### config.mk
export PLATFORM = sky130hd
export DESIGN_NAME = swan64_stream_ctrl
export DESIGN_NICKNAME = d
export VERILOG_FILES = /design/src/rtl/swan64_stream_ctrl.sv
export SDC_FILE = /design/constraint.sdc
export NUM_CORES = 1
export LEC_CHECK = 0
export BUFFER_PORTS_ARGS = -buffer_cell sky130_fd_sc_hd__buf_2
export CAP_MARGIN = 20
export CORE_AREA = 2 2 306 308
export DETAILED_ROUTE_END_ITERATION = 10
export DIE_AREA = 0 0 308 310
export PLACE_DENSITY = 0.41
export SETUP_SLACK_MARGIN = 0.15
export SYNTH_ARGS = -nofsm -noshare
export SYNTH_HDL_FRONTEND = slang
export SYNTH_SLANG_ARGS = --single-unit
### constraint.sdc
create_clock -name clk -period 1.6 [get_ports clk]
set_clock_uncertainty 0.15 [all_clocks]
set_input_delay 0.08 -clock clk [delete_from_list [all_inputs] [get_ports clk]]
set_output_delay 0.08 -clock clk [all_outputs]
set_load 0.03 [all_outputs]
### src/rtl/swan64_stream_ctrl.sv
// rtl/swan64_stream_ctrl.sv - stream initiator for one SWAN64K256 encrypt/decrypt core
// Optional watchdog: define SWAN_CTRL_TIMEOUT_EN to add the WAIT counter and timeout_err.
module swan64_stream_ctrl #(
  parameter int BLOCK_SIZE     = 64,
  parameter int KEY_SIZE       = 256,
  parameter int TIMEOUT_CYCLES = 1024
) (
  input  logic                  clk,
  input  logic                  rst,
  input  logic [0:KEY_SIZE-1]   key_in,
  input  logic                  key_load,
  input  logic                  in_valid,
  output logic                  in_ready,
  input  logic [0:BLOCK_SIZE-1] in_data,
  output logic                  out_valid,
  input  logic                  out_ready,
  output logic [0:BLOCK_SIZE-1] out_data,
  output logic                  core_start,
  output logic [0:BLOCK_SIZE-1] core_inp,
  output logic [0:KEY_SIZE-1]   core_key,
  input  logic                  core_ready,
  input  logic [0:BLOCK_SIZE-1] core_out,
  output logic                  busy
`ifdef SWAN_CTRL_TIMEOUT_EN
  ,
  output logic                  timeout_err
`endif
);

  typedef enum logic [1:0] {
    S_IDLE  = 2'd0,
    S_START = 2'd1,
    S_WAIT  = 2'd2,
    S_STALL = 2'd3
  } state_t;

  state_t r_state;

  logic w_out_free;
  assign w_out_free = !out_valid || out_ready;

  assign in_ready = (r_state == S_IDLE);
  assign busy     = (r_state != S_IDLE);

`ifdef SWAN_CTRL_TIMEOUT_EN
  localparam int CW = $clog2(TIMEOUT_CYCLES + 1);
  localparam logic [CW-1:0] C_LAST = CW'(TIMEOUT_CYCLES - 1);
  logic [CW-1:0] r_wait_cnt;
`else
  localparam int unused_timeout_cycles = TIMEOUT_CYCLES;
`endif

  always_ff @(posedge clk or negedge rst) begin
    if (!rst) begin
      r_state    <= S_IDLE;
      out_valid  <= 1'b0;
      out_data   <= '0;
      core_start <= 1'b0;
      core_inp   <= '0;
      core_key   <= '0;
`ifdef SWAN_CTRL_TIMEOUT_EN
      r_wait_cnt  <= '0;
      timeout_err <= 1'b0;
`endif
    end else begin
      core_start <= 1'b0;
      // A drain this cycle frees the register; a capture below overrides it.
      if (out_valid && out_ready) out_valid <= 1'b0;

      case (r_state)
        S_IDLE: begin
          if (key_load) core_key <= key_in;
          if (in_valid) begin
            core_inp   <= in_data;
            core_start <= 1'b1;
            r_state    <= S_START;
          end
        end
        S_START: begin
`ifdef SWAN_CTRL_TIMEOUT_EN
          r_wait_cnt <= '0;
`endif
          r_state <= S_WAIT;
        end
        S_WAIT: begin
          if (core_ready) begin
            if (w_out_free) begin
              out_data  <= core_out;
              out_valid <= 1'b1;
              r_state   <= S_IDLE;
            end else begin
              r_state <= S_STALL;
            end
          end
`ifdef SWAN_CTRL_TIMEOUT_EN
          else if (r_wait_cnt == C_LAST) begin
            timeout_err <= 1'b1;
            r_state     <= S_IDLE;
          end else begin
            r_wait_cnt <= r_wait_cnt + 1'b1;
          end
`endif
        end
        S_STALL: begin
          // core_out is held by the core until the next start, so it is safe to take it late.
          if (out_ready) begin
            out_data  <= core_out;
            out_valid <= 1'b1;
            r_state   <= S_IDLE;
          end
        end
        default: r_state <= S_IDLE;
      endcase
    end
  end

endmodule

==> flow_metrics.py, run 1 <==
metrics = {
    "setup_path": {
        "end_kind": "flip-flop",
        "reg2reg_depth": 6,
        "crit_type": "reg -> reg",
        "worstReg2RegEnd": "out_data[21]",
        "crit_fanout": 7,
        "rrSetupSlack_ps": -270,
        "required_ps": 1920,
        "timing.rr.start": "r_state[0]",
        "startpoint_type": "flip-flop",
        "critPathArrivalTime_ps": 2180,
    },
    "clock_network": {
        "path_clk_slew_ps": 60,
        "cts_buffers": 48,
        "clock_latency_ps": 580,
        "cts-root-buf": "clkbuf_16",
        "cts_tree": "done",
        "htreeDepth": 2,
        "cts_sinks": 388,
        "cts_buffer_depth": 3,
    },
    "place": {
        "gp_congestion": 0.769,
        "dp_hpwl_um": 38400,
        "port_buffers": 777,
        "placedInstanceArea_um2": 21400,
        "dpl.cell_count": 2828,
    },
    "sta": {
        "relSlewSlack_pct": 73.0,
        "setup_slack_ps": -267,
        "fin_crit_sh_pct": 117,
        "rsz0062_at_grt": "true",
        "hold_viol_final": 0,
        "fmax_mhz": 536,
        "whs_ps": 102,
        "setup_viol": 386,
        "post-route-min-period_ps": 1870,
        "worst_slew_pin_slew_ps": 405,
        "finalMaxSlewViolations": 0,
    },
    "cells_and_area": {
        "antenna_cells": 0,
        "final_util_pct": 30.8,
        "fillers": 9225,
        "fin_cells": 3361,
        "drive_above_1_share_pct": 63.6,
        "final_net_count": 2518,
        "final_cell_area_um2": 28500,
        "area_growth_pct": 84.4,
    },
    "floorplanning": {
        "dieArea_um2": 95500,
        "row_count": 112,
        "io_pins": 778,
        "core_region_area_um2": 92500,
        "die_h_um": 310,
        "die_w_um": 308,
        "start_util_pct": 16.7,
    },
    "synthesis": {
        "ys_async_sr_fraction_pct": 100,
        "ys_ff_latch": 388,
        "synth_top_area_share_pct": 62.8,
        "netlist_area_um2": 15500,
        "synth_fp_nets": 1219,
        "yosys.area.top_type": "dfrtp_1",
        "syn_avg_cell_area_um2": 18.7,
        "synth_seq_area_share_pct": 62.8,
        "synth_warnings": 0,
        "synthCells": 829,
        "synth.most_common_cell": "dfrtp_1",
        "synth-edff-count": 0,
        "ys_top_cells_by_count": "dfrtp_1, mux2_4, mux2_2, mux2_1, buf_6",
        "synth_area_leaders": "dfrtp_1, mux2_4, mux2_2",
        "synth_cell_types": 17,
        "synth_ff_type": "dfrtp_1",
    },
    "detailed_routing": {
        "drt-wirelength-per-cell_um": 16.8,
        "antenna_left": 0,
        "post_drt_via_cell_ratio": 3.58,
        "dr_total_vias": 12000,
        "firstDrtPassIters": 4,
        "finalWirelength_um": 56600,
        "drt_iter0_markers": 391,
        "drc_errors": 0,
    },
    "power": {
        "ir_worst_vdd_v": 0.00114,
        "p_total_mw": 63.4,
        "p_leak_nw": 13.8,
        "powerDensity_nw_per_um2": 2230,
    },
    "grt": {
        "globalRouteTotalUtil_pct": 10.5,
        "grt_max_degree": 71,
        "grt_pass1_vias": 13200,
        "grt_pass1_wl_um": 77800,
        "antenna_found_initial": 2,
        "gr-total-overflow": 0,
    },
    "min_path": {
        "hold_path_end": "out_data[14]",
        "min-delay-start": "core_out[14]",
        "hold_depth": 3,
        "hold_path_class": "in -> reg",
    },
    "status": {
        "violations": "setup timing",
        "outcome": "finished, violations left",
    },
    "run": {
        "maxCapViolCount": 0,
    },
}
-- stage by stage --
stage | setup TNS (ps) | setup slack (ps)
floorplan | -69950 | -226
global placement | -61380 | -253
detailed placement | -63500 | -257
CTS | -71510 | -266
global route | -99460 | -313
finish | -75410 | -267
-- metal layers --
| layer | routed length (um) | GRT usage, % |
|---|---|---|
| met1 | 22000 | 11.6 |
| met4 | 1220 | 2.95 |
| met3 | 3830 | 3.16 |
| met5 | 32 | 0 |
| met2 | 29600 | 19.6 |
-- power breakdown --
part	total (mW)	leakage, nW	internal [mW]	switching, mW
combinational	34.1	8.41	16.0	18.1
clock	11.3	0.817	7.01	4.32
sequential	18.0	4.55	15.0	3.07
total	63.4	13.8	37.9	25.5
-- what timing repair did --
| item | in CTS | in global routing |
|---|---|---|
| endpoints found under the setup margin | 444 | 532 |
| gates cloned | 4 | 16 |
| setup buffers | 5 | 32 |
| hold endpoints to repair | 776 | 0 |
| pin swaps | 0 | 1 |
| hold buffers | 390 | 0 |
| resized for setup | 22 | 230 |
-- worst max-delay path: stages (launching register included) --
cell,delay [ps]
dfrtp_1,410
buf_4,170
o221a_4,290
buf_12,140
buf_12,130
clkbuf_16,160
mux2_4,290
-- cell families (layout without fill, tap and decap cells) --
group / after synthesis / after routing / share of synthesized area [%]
DFF: 388 / 388 / 62.8
muxes: 385 / 385 / 33.9
buffers and inverters: 45 / 1380 / 2.93
and+or+nand+nor: 7 / 7 / 0.218
AOI/OAI and AO/OA: 4 / 4 / 0.186
-- how the worst max path moves through the flow --
stage,slack (ps),end,startpoint,cells after the start
after floorplan,-230,core_key[10],r_state[1],6
after global placement,-250,core_key[252],r_state[1],5
after detailed placement,-260,core_key[253],r_state[1],5
after CTS,-270,core_key[255],r_state[1],5
after global routing,-310,core_key[221],r_state[0],6
final,-270,out_data[21],r_state[0],6
-- sequential cells by signal, indices dropped and copies added (netlist names) --
name,flops
core_inp,64
out_data,64
out_valid,1
core_start,1
core_key,256
r_state,2
-- layout make-up --
| type | instances | area (um^2) | share of cell area [%] |
|---|---|---|---|
| clock buffer | 67 | 1390 | 4.89 |
| clock inverter | 19 | 251 | 0.882 |
| inverter | 2 | 7.51 | 0.0263 |
| multi-input combinational | 396 | 5640 | 19.8 |
| sequential | 388 | 9720 | 34.1 |
| tap | 1197 | 1500 | 5.25 |
| timing repair buffer | 1292 | 10000 | 35.1 |
-- cells in the final DEF, fill, tap and decap left out, drive strengths merged --
| cell type | count |
|---|---|
| nor2 | 4 |
| clkinv | 12 |
| a21o | 1 |
| clkinvlp | 1 |
| mux2 | 385 |
| o221a | 1 |
| dfrtp | 388 |
| dlygate4sd3 | 389 |
| nand2 | 1 |
| and2 | 2 |
| inv | 2 |
| a21oi | 1 |
| bufbuf | 1 |
| clkbuf | 81 |
| o21ai | 1 |
| bufinv | 6 |
| buf | 888 |
Note: power is estimated with default switching activity, not from simulation.
==> run 2, diff against run 1 <==
--- a/config.mk
+++ b/config.mk
@@ -5,11 +5,12 @@
 export SDC_FILE = /design/constraint.sdc
 export NUM_CORES = 1
 export LEC_CHECK = 0
+export ABC_AREA = 1
 export BUFFER_PORTS_ARGS = -buffer_cell sky130_fd_sc_hd__buf_2
 export CAP_MARGIN = 20
-export CORE_AREA = 2 2 306 308
+export CORE_AREA = 2 2 305 307
 export DETAILED_ROUTE_END_ITERATION = 10
-export DIE_AREA = 0 0 308 310
+export DIE_AREA = 0 0 307 309
 export PLACE_DENSITY = 0.41
 export SETUP_SLACK_MARGIN = 0.15
 export SYNTH_ARGS = -nofsm -noshare
==> run 2 against run 1 <==
Net effect:
- the run still ends with setup timing left
- synthesized cell count up 110%
- count of clock-buffer cells in the layout increased by 3
- die area is 0.65% lower
- via count increased by 37%
- critical path type is now reg -> out
- largest cell class unchanged
==> flow_metrics.py, run 2 <==
metrics = {
    "floorplanning": {
        "die_h_um": 309,
        "io_pins": 778,
        "core_region_area_um2": 91400,
        "row_count": 111,
        "die_w_um": 307,
        "start_util_pct": 17.2,
        "dieArea_um2": 94900,
    },
    "sta": {
        "worst_slew_pin_slew_ps": 932,
        "fin_crit_sh_pct": 109,
        "rsz0062_at_grt": "true",
        "setup_viol": 303,
        "setup_slack_ps": -139,
        "hold_viol_final": 0,
        "fmax_mhz": 575,
        "whs_ps": 37.5,
        "finalMaxSlewViolations": 0,
        "post-route-min-period_ps": 1740,
        "relSlewSlack_pct": 37.8,
    },
    "synthesis": {
        "synth_adder_area_share_pct": 0,
        "ys_ff_latch": 388,
        "synth_top_family_by_area": "simple AND/OR/NAND/NOR gates",
        "synth_ff_type": "dfrtp_1",
        "synth_mux_area_share_pct": 0,
        "synth_xor_area_share_pct": 0,
        "ys_async_sr_fraction_pct": 100,
        "synth_cell_types": 18,
        "synth_warnings": 0,
        "synthCells": 1759,
        "synth_seq_area_share_pct": 61.7,
        "synth_area_leaders": "dfrtp_1, nand2_1, nand3_1",
        "yosys.area.top_type": "dfrtp_1",
        "synth-compound-area-share_pct": 3.28,
        "synth-simple-area-share_pct": 29.4,
        "synth.most_common_cell": "nand2_1",
        "synth_top_area_share_pct": 61.7,
        "synth-edff-count": 0,
        "syn_avg_cell_area_um2": 8.94,
        "synth_fp_nets": 2149,
        "ys_top_cells_by_count": "nand2_1, dfrtp_1, nand3_1, buf_2, inv_1",
        "netlist_area_um2": 15700,
    },
    "place": {
        "port_buffers": 777,
        "placedInstanceArea_um2": 21800,
        "dp_hpwl_um": 48500,
        "gp_congestion": 0.783,
    },
    "cells_and_area": {
        "fillers": 9755,
        "top_register": "core_key",
        "final_net_count": 3365,
        "drive_above_1_share_pct": 32.8,
        "area_growth_pct": 77.6,
        "top_regs": "core_key x256, core_inp x64, out_data x64",
        "final_util_pct": 30.6,
        "final_cell_area_um2": 27900,
        "largest_reg_flops": 256,
        "final_cell_mix": "nand2_1, buf_2, dlygate4sd3_1",
    },
    "clock_network": {
        "clock_latency_ps": 580,
        "htreeDepth": 2,
        "cts_sinks": 388,
        "cts_buffers": 48,
        "cts-root-buf": "clkbuf_16",
        "path_clk_slew_ps": 60,
        "cts_buffer_depth": 3,
        "cts_tree": "done",
    },
    "setup_path": {
        "timing.rr.start": "r_state[0]",
        "crit_path_top_delay_cell": "dfrtp_1",
        "crit_buf_inv": 4,
        "max_stage_delay_ps": 400,
        "crit_type": "reg -> out",
        "path_delay_family": "flip-flops",
        "reg2reg_depth": 8,
        "critPathArrivalTime_ps": 1510,
        "rrSetupSlack_ps": -140,
        "cp_common_cell": "buf_12",
        "crit_fanout": 4,
        "required_ps": 1370,
        "startpoint_type": "flip-flop",
        "end_kind": "output port",
        "crit_chain": "nor2_4 -> buf_12 -> buf_12 -> inv_4 -> buf_6",
        "worstReg2RegEnd": "core_key[144]",
    },
    "grt": {
        "grt_max_degree": 77,
        "antenna_found_initial": 1,
        "globalRouteTotalUtil_pct": 14.4,
        "grt_pass1_vias": 17400,
        "gr-total-overflow": 0,
        "grt_pass1_wl_um": 106000,
    },
    "detailed_routing": {
        "drt_iter0_markers": 785,
        "drc_errors": 0,
        "post_drt_via_cell_ratio": 3.94,
        "dr_total_vias": 16500,
        "firstDrtPassIters": 5,
        "finalWirelength_um": 71500,
        "antenna_left": 0,
        "drt-wirelength-per-cell_um": 17.1,
    },
    "status": {
        "outcome": "finished, violations left",
        "violations": "setup timing",
    },
    "power": {
        "clkPwrFrac_pct": 18.7,
        "powerDensity_nw_per_um2": 2080,
        "power_frac_comb_pct": 52.0,
        "seqPwrFrac_pct": 29.2,
        "p_total_mw": 58.1,
        "power.share.switching_pct": 46.7,
        "p_switching_mw": 27.1,
        "ir_worst_vdd_v": 0.000930,
        "p_leak_nw": 15.1,
        "intPower_mw": 31.0,
    },
    "run": {
        "maxCapViolCount": 0,
    },
    "min_path": {
        "hold_path_class": "in -> async",
    },
}
[run 2: worst reg2reg max path: stages, from the launching register on]
cell and delay, ps:
dfrtp_1 400, nor2_4 150, buf_4 140, buf_12 120
nand2_8 80, buf_12 160, bufbuf_16 310, nand2_1 70
nand2_1 60
[run 2: what timing repair did]
action                     in CTS  in global routing
pin swaps                       1                  3
setup endpoints to repair     402                588
hold buffers                  392                  0
hold endpoints to repair      776                  0
resized for setup              31                 12
cloned                         10                  1
buffers inserted               13                  6
[run 2: cell type report]
cell class | instances | area (um^2) | share of cell area [%]
Clock buffer | 70 | 1410 | 5.03
Tap cell | 1186 | 1480 | 5.31
Inverter | 69 | 264 | 0.945
Sequential cell | 388 | 9710 | 34.8
Multi-Input combinational cell | 1169 | 5200 | 18.6
Timing Repair Buffer | 1299 | 9740 | 34.9
Antenna cell | 3 | 7.51 | 0.0269
Clock inverter | 8 | 121 | 0.434
[run 2: worst max path at each step]
stage | from | endpoint | cells past startpoint
floorplan | r_state[1] | core_key[118] | 6
global placement | r_state[0] | core_key[174] | 5
detailed placement | r_state[0] | core_key[174] | 5
CTS | r_state[1] | busy | 5
global route | r_state[0] | in_ready | 4
finish | r_state[0] | busy | 5
[run 2: cell families after synthesis]
logic type	Yosys count
AOI/OAI and AO/OA	69
buffers and inverters	202
DFF	388
and+or+nand+nor	1100
[run 2: per-layer routing]
metal	up-vias	part of all wire (%)	global-route usage [%]
li1	8065	-	-
met1	7782	40	16.6
met2	573	50	25.8
met3	104	7.0	4.01
met4	0	2.9	4.66
met5	-	0	0
[run 2: metrics by stage]
step | cells | worst slack, ps | setup TNS (ps)
finish | 4192 | -139 | -16060
global route | 4190 | -207 | -37810
CTS | 4183 | -201 | -37400
detailed placement | 3690 | -38.3 | -41.3
global placement | 3690 | -6.04 | -6.04
floorplan | 1759 | 159 | 0
[run 2: power by group through the flow]
stage                     Sequential, mW  Combinational (mW)  Clock [mW]
final                               17.0                30.2        10.9
after detailed placement            17.0                28.0           0
after global placement              17.0                28.0           0
after floorplan                     26.1                7.91           0
after CTS                           17.0                30.5        11.3
after global routing                17.5                32.6        11.7
